==> config.mk <==
export PLATFORM = sky130hd
export DESIGN_NAME = alu_arbiter
export DESIGN_NICKNAME = d
export VERILOG_FILES = /design/src/rtl/alu_arbiter.sv
export SDC_FILE = /design/constraint.sdc
export NUM_CORES = 1
export LEC_CHECK = 0
export ABC_AREA = 1
export ABC_CLOCK_PERIOD_IN_PS = 1750
export CAP_MARGIN = 20
export CORE_AREA = 2 2 121 123
export CTS_BUF_LIST = sky130_fd_sc_hd__clkbuf_8
export CTS_CLUSTER_DIAMETER = 60
export DETAILED_ROUTE_END_ITERATION = 10
export DIE_AREA = 0 0 123 125
export PLACE_DENSITY = 0.73
export REMOVE_ABC_BUFFERS = 1
export SYNTH_ARGS = -nofsm -noshare
export SYNTH_HDL_FRONTEND = slang
export SYNTH_SLANG_ARGS = --single-unit
export TNS_END_PERCENT = 30
==> constraint.sdc <==
create_clock -name clk -period 1.75 [get_ports clk]
set_clock_uncertainty 0.15 [all_clocks]
set_input_delay 0.35 -clock clk [delete_from_list [all_inputs] [get_ports clk]]
set_output_delay 0.35 -clock clk [all_outputs]
set_load 0.02 [all_outputs]
==> src/rtl/alu_arbiter.sv <==
// Round-robin arbiter sharing one combinational ALU between two requesters; result registered 1 cycle after grant.
// Single-entry response slot: grants only when slot empty or being drained, so consumer stall blocks both requesters.
module alu_arbiter #(
    parameter int DATA_W = 32,
    parameter int CNT_W  = 16
) (
    input  logic              clk,
    input  logic              rst_n,
    input  logic              req0_valid,
    input  logic [DATA_W-1:0] req0_a,
    input  logic [DATA_W-1:0] req0_b,
    input  logic [3:0]        req0_ctrl,
    output logic              req0_ready,
    input  logic              req1_valid,
    input  logic [DATA_W-1:0] req1_a,
    input  logic [DATA_W-1:0] req1_b,
    input  logic [3:0]        req1_ctrl,
    output logic              req1_ready,
    output logic [DATA_W-1:0] alu_a,
    output logic [DATA_W-1:0] alu_b,
    output logic [3:0]        alu_control,
    input  logic [DATA_W-1:0] alu_result,
    output logic              rsp_valid,
    output logic              rsp_id,
    output logic [DATA_W-1:0] rsp_result,
    input  logic              rsp_ready,
    output logic [CNT_W-1:0]  grant_cnt0,
    output logic [CNT_W-1:0]  grant_cnt1
);

    typedef enum logic {EMPTY = 1'b0, FULL = 1'b1} state_t;

    localparam logic [CNT_W-1:0] CNT_ONE = {{(CNT_W-1){1'b0}}, 1'b1};
    localparam logic [CNT_W-1:0] CNT_MAX = {CNT_W{1'b1}};

    state_t              r_state;
    state_t              w_state_nxt;
    logic                r_last;
    logic                r_id;
    logic [DATA_W-1:0]   r_result;
    logic [CNT_W-1:0]    r_cnt0;
    logic [CNT_W-1:0]    r_cnt1;

    logic                w_slot_free;
    logic                w_gnt0;
    logic                w_gnt1;
    logic                w_gnt;

    // rst_n gates the grant so nothing is accepted while reset is held.
    assign w_slot_free = rst_n && ((r_state == EMPTY) || rsp_ready);

    always_comb begin
        w_gnt0 = 1'b0;
        w_gnt1 = 1'b0;
        if (w_slot_free) begin
            if (req0_valid && req1_valid) begin
                w_gnt0 = r_last;
                w_gnt1 = !r_last;
            end else begin
                w_gnt0 = req0_valid;
                w_gnt1 = req1_valid;
            end
        end
    end

    assign w_gnt      = w_gnt0 || w_gnt1;
    assign req0_ready = w_gnt0;
    assign req1_ready = w_gnt1;

    always_comb begin
        alu_a       = '0;
        alu_b       = '0;
        alu_control = 4'b0000;
        if (w_gnt0) begin
            alu_a       = req0_a;
            alu_b       = req0_b;
            alu_control = req0_ctrl;
        end else if (w_gnt1) begin
            alu_a       = req1_a;
            alu_b       = req1_b;
            alu_control = req1_ctrl;
        end
    end

    always_comb begin
        w_state_nxt = r_state;
        if (w_gnt) begin
            w_state_nxt = FULL;
        end else if (rsp_ready) begin
            w_state_nxt = EMPTY;
        end
    end

    always_ff @(posedge clk or negedge rst_n) begin
        if (!rst_n) begin
            r_state  <= EMPTY;
            r_last   <= 1'b1;
            r_id     <= 1'b0;
            r_result <= '0;
        end else begin
            r_state <= w_state_nxt;
            if (w_gnt) begin
                r_last   <= w_gnt1;
                r_id     <= w_gnt1;
                r_result <= alu_result;
            end
        end
    end

    always_ff @(posedge clk or negedge rst_n) begin
        if (!rst_n) begin
            r_cnt0 <= '0;
            r_cnt1 <= '0;
        end else begin
            if (w_gnt0 && (r_cnt0 != CNT_MAX)) r_cnt0 <= r_cnt0 + CNT_ONE;
            if (w_gnt1 && (r_cnt1 != CNT_MAX)) r_cnt1 <= r_cnt1 + CNT_ONE;
        end
    end

    assign rsp_valid  = (r_state == FULL);
    assign rsp_id     = r_id;
    assign rsp_result = r_result;
    assign grant_cnt0 = r_cnt0;
    assign grant_cnt1 = r_cnt1;

endmodule
==> out/results.tsv, run 1 <==
stage	metric	value	unit
global_route	vias in the first global route	5091	
global_route	antenna violations before repair	3	
global_route	gr usage total	0.225	
clocking	Clock Latency Late Sink	360	ps
die	total die area	15400	um2
setup_path	Crit Path Category	in2out	
timing	Fmax achieved	442	MHz
yosys	Post-synth EDFFs	0	
clocking	Num CTS Buffers	9	
timing	RSZ-0062 raised after global routing	true	
power_and_ir_drop	Comb pwr share	0.506	
final_layout	fraction of layout cells with a size suffix above 1	0.222	
global_route	grt ovf	0	
placement	placer congestion estimate	0.869	
power_and_ir_drop	Seq pwr share	0.320	
yosys	area share of the leading cell type in the synthesized netlist	0.385	
detailed_routing	DRT iter0 DRCs	299	
detailed_routing	drt drc	0	
die	Die Y	125	um
power_and_ir_drop	switching pwr	0.00291	W
setup_path	launching point of the worst reg2reg path	r_last	
run_status	violated checks	setup timing	
power_and_ir_drop	Sw Ratio	0.405	
setup_path	R2R cell count	10	
placement	Port Buf Inserts	308	
die	area of the core	14200	um2
placement	HPWL Detailed	13.4	mm
clocking	Root Buffer	clkbuf_8	
die	I/O Pins	309	
setup_path	Crit Path Max Fanout	8	
setup_path	element type at the critical path start	primary input	
die	Die Span X	123	um
setup_path	flop-to-flop setup slack	-160	ps
power_and_ir_drop	Clk network pwr share	0.174	
placement	area of placed instances	7720	um2
final_layout	area grow syn2layout	95.6	%
detailed_routing	drt pass-1 iters	5	
yosys	Post-synth ARST share	1.00	
detailed_routing	Routed WL per cell	15.3	um
setup_path	RR Endpoint	grant_cnt0[11]	
power_and_ir_drop	Max VDD drop	0.000594	V
clocking	H-Tree Depth	3	
yosys	cells after synthesis	664	
power_and_ir_drop	LEAKAGE	4.29	nW
yosys	ys flop type	dfrtp_1	
yosys	largest area contributor in the netlist	dfrtp_1	
flow_run	# Max-Cap Violations	0	
global_route	largest net degree at the start of global routing	68	
setup_path	CP required	1250	ps
timing	setup slack after layout	-513	ps
die	FP Rows	44	
clocking	clock slew at reported path FFs	70	ps
yosys	syn avg cell area	6.47	um2
detailed_routing	detail-routed via count per cell	4.51	
setup_path	type of element capturing the critical path	output pin	
detailed_routing	Antenna Nets Post-Route	0	
timing	worst slew pin tran	885	ps
timing	Hold Fails Final Rpt	0	
run_status	status	complete, but fails checks	
yosys	synth warn	0	
clocking	Sink Count	67	
timing	hold slack	82.5	ps
timing	minimum clock period	2260	ps
detailed_routing	routed vias	5361	
timing	Final setup viols	117	
yosys	sequential element share of the synthesized area	0.391	
setup_path	Worst Path Arrival	1760	ps
power_and_ir_drop	pwr dens	856	nW/um2
timing	fin crit share	1.29	
yosys	Mapped Area	4290	um2
timing	Slew HR	0.410	
die	starting density of the core	0.302	
global_route	first-pass GRT wire length	27.0	mm
final_layout	design area	8400	um2
power_and_ir_drop	Pint	0.00427	W
final_layout	nets@finish	1174	
clocking	clock buffer depth	2	
timing	setup TNS	-36220	ps
final_layout	fill cell count	1328	
timing	max-slew violation count	0	
yosys	Seq cells post-synth	67	
clocking	CTS tree	done	
clocking	Hold-fix buffers, CTS	0	
yosys	synth unique cells	26	
detailed_routing	WL final	18.2	mm
hold_path	hold crit path type	in2async	
yosys	main area contributors after synthesis	dfrtp_1 (38%), nand2_1 (38%), nor2_1 (3.0%), buf_6 (2.4%), inv_1 (2.3%)	
state kept, by name (all words and copies together) (netlist names):
register / flops
rsp_id: 1
grant_cnt0: 16
r_last: 1
grant_cnt1: 16
rsp_valid: 1
rsp_result: 32
kinds of logic after synthesis:
kind of cell	after synthesis	synth area share
simple gates	508	0.473
xor+xnor	11	0.0224
flops	67	0.391
compound gates	19	0.0347
fa+ha+maj	2	0.00583
buf+inv	57	0.0729
per-stage QoR:
stage / total power [W] / setup slack, ps / util / std cells
4_1_cts: 0.00711 / -626 / 0.568 / 1181
3_5_place_dp: 0.00598 / -994 / 0.544 / 1159
6_report: 0.00718 / -513 / 0.591 / 1188
3_3_place_gp: 0.00594 / -959 / 0.544 / 1159
2_1_floorplan: 0.00392 / -483 / - / 640
5_1_grt: 0.00764 / -587 / 0.591 / 1187
routing by layer:
metal / routed length, um / GRT usage / share of wire / vias up
met1: 7630 / 0.286 / 0.42 / 2415
met3: 1770 / 0.0890 / 0.097 / 38
met2: 8380 / 0.357 / 0.46 / 215
met4: 407 / 0.0602 / 0.022 / 4
li1: - / - / - / 2689
met5: 26 / 0 / 0.0014 / -
cell usage after synthesis, types with 2 or more instances:
| library cell | count |
|---|---|
| inv_2 | 5 |
| inv_1 | 26 |
| a21boi_2 | 2 |
| nand2_1 | 430 |
| nand4_1 | 10 |
| nor2_1 | 34 |
| nand2_2 | 8 |
| o21ai_2 | 11 |
| nand3_1 | 14 |
| dfrtp_1 | 66 |
| nand3_2 | 2 |
| o21ai_0 | 5 |
| buf_4 | 3 |
| xor2_1 | 10 |
| ha_1 | 2 |
| buf_6 | 9 |
| nor2_2 | 6 |
| inv_4 | 2 |
| buf_2 | 12 |
worst max path at each step:
stage | start | end | cells past startpoint
after floorplan | grant_cnt1[0] | grant_cnt1[15] | 9
after global placement | req1_valid | alu_b[21] | 8
after detailed placement | req0_valid | alu_a[20] | 8
after CTS | r_last | alu_a[20] | 9
after global routing | r_last | alu_b[29] | 8
final | req0_valid | alu_a[20] | 8
placed cells by master, fill, tap and decap left out, types with 14 or more instances in the layout:
cell type	count
nor2_1	33
inv_1	25
nand2_1	378
nand3_1	14
nand2_2	54
buf_4	18
buf_6	72
clkdlybuf4s50_1	169
dfrtp_1	65
dlygate4sd2_1	63
power by group through the flow:
stage | registers, W | clock network, W | logic [W]
final | 0.00230 | 0.00125 | 0.00363
after global routing | 0.00236 | 0.00136 | 0.00392
after CTS | 0.00230 | 0.00129 | 0.00352
after detailed placement | 0.00234 | 0 | 0.00365
after global placement | 0.00232 | 0 | 0.00362
after floorplan | 0.00280 | 0 | 0.00112
worst max-delay path: stages:
cell             delay (ps)
clkdlybuf4s50_1         540
a21boi_4                230
nand2_4                 110
clkinv_4                120
buf_12                  140
nand2_1                  70
nand2_2                  70
buf_6                   120
cell type report:
cell class | count | area (um2) | share of cell area
diodes | 1 | 2.50 | 0.000298
clock buffers | 9 | 124 | 0.0148
clock inverters | 6 | 57.6 | 0.00686
inverters | 33 | 151 | 0.0180
multi-input cells | 540 | 2490 | 0.297
flip-flops and latches | 67 | 1680 | 0.200
well taps | 184 | 230 | 0.0274
repair buffers | 347 | 3650 | 0.435
repair inverters | 1 | 8.76 | 0.00104
repair_timing:
action / CTS / global route
endpoints found under the setup margin: 167 / 136
setup buffers: 4 / 3
gates cloned: 3 / 7
pin swaps: 6 / 4
gates resized for setup: 501 / 80
Note: power is estimated with default switching activity, not from simulation.
==> run 2, diff against run 1 <==
- GPL_TIMING_DRIVEN: not set -> 0
==> out/results.tsv, run 2 (synthesis results as in run 1) <==
stage	metric	value	unit	change
final_layout	max reg flops	32		unchanged
timing	Hold Fails Final Rpt	66		+66
setup_path	CP required	1250	ps	about the same
timing	Fmax achieved	443	MHz	+0.26%
run_status	violated checks	hold timing, setup timing		
die	I/O Pins	309		unchanged
global_route	grt ovf	0		unchanged
timing	minimum clock period	2260	ps	-5.81 ps
global_route	vias in the first global route	5141		+0.98%
power_and_ir_drop	Max VDD drop	0.000850	V	+43%
detailed_routing	routed vias	5565		+3.8%
power_and_ir_drop	pwr dens	857	nW/um2	+0.21%
timing	fin crit share	1.29		-0.00332
detailed_routing	drt pass-1 iters	5		unchanged
final_layout	final non-filler cell total	1203		+1.3%
global_route	gr usage total	0.230		+0.00488
power_and_ir_drop	LEAKAGE	5.23	nW	+22%
placement	Port Buf Inserts	308		unchanged
final_layout	commonest non-fill, non-tap cell in the layout	nand2_1		
placement	placer congestion estimate	0.859		-1.2%
die	starting density of the core	0.302		unchanged
run_status	status	complete, but fails checks		
clocking	Sink Count	67		unchanged
clocking	clock slew at reported path FFs	70	ps	about the same
clocking	H-Tree Depth	3		unchanged
clocking	clock buffer depth	2		unchanged
die	total die area	15400	um2	unchanged
timing	setup slack after layout	-507	ps	+5.81 ps
placement	Placed Cells	1133		-2.2%
final_layout	nets@finish	1187		+1.1%
die	area of the core	14200	um2	unchanged
detailed_routing	DRT iter0 DRCs	269		-10%
detailed_routing	WL final	19.9	mm	+9.3%
hold_path	hold crit path type	in2async		
timing	Slew HR	0.742		+0.333
timing	setup TNS	-46610	ps	-10390 ps
final_layout	area grow syn2layout	115	%	
flow_run	# Max-Cap Violations	0		unchanged
clocking	Num CTS Buffers	9		unchanged
die	FP Rows	44		unchanged
clocking	Clock Latency Late Sink	350	ps	about the same
detailed_routing	Routed WL per cell	16.6	um	+8.0%
timing	Final setup viols	127		+8.5%
detailed_routing	detail-routed via count per cell	4.63		+2.5%
final_layout	fill cell count	1189		-10%
die	Die Y	125	um	unchanged
placement	post-place setup slack	-1930	ps	-937 ps
placement	HPWL Detailed	12.4	mm	-7.8%
global_route	antenna violations before repair	2		-1
setup_path	Worst Path Arrival	1760	ps	about the same
timing	max-slew violation count	0		unchanged
detailed_routing	Metal-1 WL	8.28	mm	+8.5%
setup_path	Crit Path Max Fanout	9		+1
detailed_routing	met3 WL	1.79	mm	+0.85%
final_layout	fraction of layout cells with a size suffix above 1	0.309		+0.0864
die	Die Span X	123	um	unchanged
global_route	largest net degree at the start of global routing	69		+1.5%
clocking	Root Buffer	clkbuf_8		
clocking	CTS tree	done		
timing	worst slew pin tran	386	ps	-500 ps
detailed_routing	Antenna Nets Post-Route	0		unchanged
detailed_routing	Top Metal Used	met4		
detailed_routing	met2 wire len	9.39	mm	+12%
timing	hold slack	-264	ps	-346 ps
final_layout	most frequent cells in the layout	nand2_1 (304), clkdlybuf4s50_1 (168), nand2_2 (116)		
setup_path	Crit Path Category	reg2out		
timing	RSZ-0062 raised after global routing	true		
setup_path	type of element capturing the critical path	output pin		
setup_path	element type at the critical path start	flip-flop		
global_route	first-pass GRT wire length	27.4	mm	+1.5%
detailed_routing	drt drc	0		unchanged
[run 2: cell count changes in the layout (fill, tap and decap cells not counted), moves of 5 or more]
cell	change
buf_6	+5
nor2_4	+7
buf_4	-6
nand2_1	-74
inv_8	+5
nand2_2	+62
nand2_4	+11
dlygate4sd2_1	-61
dlymetal6s2s_1	+65
[run 2: metal layers]
| layer | up-vias | track usage |
|---|---|---|
| li1 | 2735 | - |
| met1 | 2589 | 0.308 |
| met2 | 211 | 0.363 |
| met3 | 30 | 0.0721 |
| met4 | 0 | 0.0548 |
| met5 | - | 0 |
[run 2: path summary, 6_finish.rpt]
check                      cells past startpoint        endpoint  slack [ps]            from
setup / recovery                               8       alu_a[30]        -510          r_last
hold / removal                                 1   grant_cnt0[9]        -260           rst_n
setup reg to reg                              13  rsp_result[20]        -410          r_last
hold reg to reg                                2  rsp_result[21]         320  rsp_result[21]
max in group asynchronous                      1          r_last        1390           rst_n
min in group clk                               2       rsp_valid         250       rsp_ready
[run 2: critical path, stage by stage, from the launching register on]
cell      delay (ps)
dfstp_2          540
inv_2             50
a21boi_4         140
nand2_4          130
clkinv_8         120
buf_16           140
nand2_1           70
nand2_1           90
buf_6            120
[run 2: per-stage QoR]
step	instance area, um2	power (W)	utilization
after global placement	7420	0.00572	0.523
final	9230	0.00791	0.650
after detailed placement	7440	0.00577	0.524
after floorplan	4110	0.00392	-
after CTS	8190	0.00756	0.577
after global routing	9220	0.00835	0.649
[run 2: area by class of cell]
type | count | area (um2) | share of cell area
timing repair inverter | 13 | 179 | 0.0194
inverter | 33 | 170 | 0.0184
multi-input combinational | 543 | 2810 | 0.305
sequential | 67 | 1680 | 0.182
antenna | 2 | 5.00 | 0.000542
clock buffer | 11 | 151 | 0.0164
timing repair buffer | 345 | 3920 | 0.425
clock inverter | 5 | 75.1 | 0.00814
tap | 184 | 230 | 0.0250
[run 2: what timing repair did]
action,in CTS,in global routing
gates resized for setup,482,227
setup endpoints to repair,202,201
hold endpoints to repair,66,66
pin swaps,6,49
setup buffers,9,19
cloned,12,12
[run 2: power breakdown]
part / total, W / internal, W / switching [W]
Sequential: 0.00237 / 0.00196 / 0.000407
Clock: 0.00148 / 0.000873 / 0.000605
Combinational: 0.00406 / 0.00196 / 0.00210
==> run 3, diff against run 2 <==
- CAP_MARGIN: 20 -> not set
- DONT_BUFFER_PORTS: not set -> 1
- PLACE_DENSITY: 0.73 -> 0.44
==> out/results.tsv, run 3 (synthesis results as in run 1) <==
stage	metric	value	unit	change
clocking	Num CTS Buffers	9		unchanged
detailed_routing	Antenna Nets Post-Route	0		unchanged
clocking	Hold-fix buffers, CTS	33		
global_route	grt ovf	0		unchanged
detailed_routing	routed vias	4517		-19%
timing	RSZ-0062 raised after global routing	true		
clocking	clock buffer depth	2		unchanged
power_and_ir_drop	Max VDD drop	0.000682	V	-20%
setup_path	Crit Path Category	reg2out		
detailed_routing	met3 WL	1.76	mm	-1.5%
timing	setup TNS	-58180	ps	-11570 ps
flow_run	# Max-Cap Violations	0		unchanged
clocking	Sink Count	67		unchanged
power_and_ir_drop	switching pwr	0.00296	W	-4.8%
timing	setup slack after layout	-546	ps	-38.7 ps
clocking	Root Buffer	clkbuf_8		
setup_path	crit-path max cell delay	470	ps	-70 ps
setup_path	Worst Path Arrival	1800	ps	+40 ps
placement	placer congestion estimate	0.770		-10%
final_layout	Ant. Diodes	0		-2
global_route	gr usage total	0.227		-0.00352
setup_path	type of element capturing the critical path	output pin		
detailed_routing	Routed WL per cell	20.0	um	+21%
global_route	first-pass GRT wire length	25.6	mm	-6.8%
detailed_routing	drt pass-1 iters	4		-1
die	total die area	15400	um2	unchanged
power_and_ir_drop	Sw Ratio	0.474		+0.0802
setup_path	CP bufs+invs	3		-1
power_and_ir_drop	LEAKAGE	3.09	nW	-41%
timing	minimum clock period	2300	ps	+38.7 ps
timing	Hold Fails Final Rpt	67		+1.5%
final_layout	most frequent cells in the layout	nand2_1 (281), nand2_2 (83), nand2_4 (59)		
clocking	CTS tree	done		
timing	max-slew violation count	0		unchanged
run_status	violated checks	hold timing, setup timing		
die	area of the core	14200	um2	unchanged
detailed_routing	detail-routed via count per cell	4.96		+7.3%
final_layout	fraction of layout cells with a size suffix above 1	0.348		+0.0397
timing	Final setup viols	133		+4.7%
hold_path	hold crit path type	in2async		
die	FP Rows	44		unchanged
detailed_routing	Metal-1 WL	7.20	mm	-13%
run_status	status	complete, but fails checks		
die	starting density of the core	0.302		unchanged
power_and_ir_drop	Comb pwr share	0.326		-0.188
setup_path	element type at the critical path start	flip-flop		
power_and_ir_drop	Clk network pwr share	0.199		+0.012
detailed_routing	WL final	18.2	mm	-8.6%
final_layout	commonest non-fill, non-tap cell in the layout	nand2_1		
timing	worst slew pin tran	580	ps	+195 ps
final_layout	fill cell count	1352		+14%
detailed_routing	DRT iter0 DRCs	279		+3.7%
die	Die Span X	123	um	unchanged
detailed_routing	drt drc	0		unchanged
power_and_ir_drop	pwr dens	962	nW/um2	+12%
clocking	Clock Latency Late Sink	350	ps	about the same
placement	HPWL Detailed	10.6	mm	-14%
placement	Port Buf Inserts	0		-100%
timing	Fmax achieved	436	MHz	-1.7%
global_route	largest net degree at the start of global routing	69		unchanged
setup_path	cell breakdown of the critical path	inv_2 > nor2_2 > nor2_4 > nand2_8 > buf_16 > clkinv_8 > nand2_1 > nand2_2		
die	I/O Pins	309		unchanged
detailed_routing	met2 wire len	8.55	mm	-8.9%
setup_path	CP required	1250	ps	about the same
timing	Slew HR	0.612		-0.130
die	Die Y	125	um	unchanged
timing	hold slack	-473	ps	-209 ps
clocking	clock slew at reported path FFs	80	ps	about the same
global_route	antenna violations before repair	1		-1
clocking	H-Tree Depth	3		unchanged
final_layout	max reg flops	32		unchanged
final_layout	area grow syn2layout	51.4	%	
setup_path	critical path's slowest cell	dfrtp_2		
timing	fin crit share	1.31		+0.0221
power_and_ir_drop	Pint	0.00329	W	-31%
power_and_ir_drop	Seq pwr share	0.475		+0.176
final_layout	nets@finish	896		-25%
detailed_routing	Top Metal Used	met5		
setup_path	Crit Path Max Fanout	8		-1
setup_path	CP delay by family, top	simple AND/OR/NAND/NOR gates		
placement	post-place setup slack	-1070	ps	+860 ps
global_route	vias in the first global route	4293		-16%
-- run 3: area by class of cell --
class                   count  area [um2]  share of cell area
repair buffers             48         574              0.0884
clock buffers              11         151              0.0233
clock inverters             5        36.3             0.00558
flip-flops and latches     67        1690               0.260
well taps                 184         230              0.0354
inverters                  33         184              0.0283
multi-input cells         543        3270               0.502
repair inverters           19         369              0.0568
-- run 3: worst register-to-register path: cells and delay by family, from the launching register on --
kind | cells | cell delay (ps)
buf+inv | 6 | 810
flops | 1 | 450
simple gates | 6 | 750
-- run 3: final timing paths --
kind	startpoint	end	slack [ps]	depth (start not counted)
max	rsp_valid	alu_b[9]	-550	8
min	rst_n	rsp_result[9]	-470	0
max reg2reg	rsp_valid	rsp_result[5]	-490	12
min reg2reg	r_last	r_last	430	2
max in group asynchronous	rst_n	r_last	1720	0
min in group clk	req0_valid	rsp_id	170	3
-- run 3: per-layer routing --
metal,track usage,up-vias
li1,-,2143
met1,0.283,2111
met2,0.347,231
met3,0.0940,30
met4,0.0896,2
met5,0,-
-- run 3: power groups by stage --
stage	logic, W	registers [W]	clock network [W]
3_5_place_dp	0.00134	0.00297	0
5_1_grt	0.00227	0.00304	0.00138
2_1_floorplan	0.00112	0.00280	0
3_3_place_gp	0.00129	0.00297	0
4_1_cts	0.00188	0.00297	0.00131
6_report	0.00204	0.00297	0.00125
-- run 3: what timing repair did --
action / 4_1_cts / 5_1_grt
gates cloned: 19 / 3
pin swaps: 44 / 30
setup endpoints to repair: 135 / 135
gates resized for setup: 232 / 88
buffers inserted: 11 / 4
hold endpoints to repair: 100 / 67
-- run 3: through the flow --
step	hold WS, ps	utilization	power (W)	std cells	instance area [um2]
6_report	-473	0.458	0.00625	910	6500
5_1_grt	-522	0.458	0.00669	910	6500
4_1_cts	-510	0.422	0.00616	903	5990
3_5_place_dp	-93.6	0.305	0.00431	824	4340
3_3_place_gp	-94.0	0.305	0.00426	824	4340
2_1_floorplan	-95.6	-	0.00392	640	4110
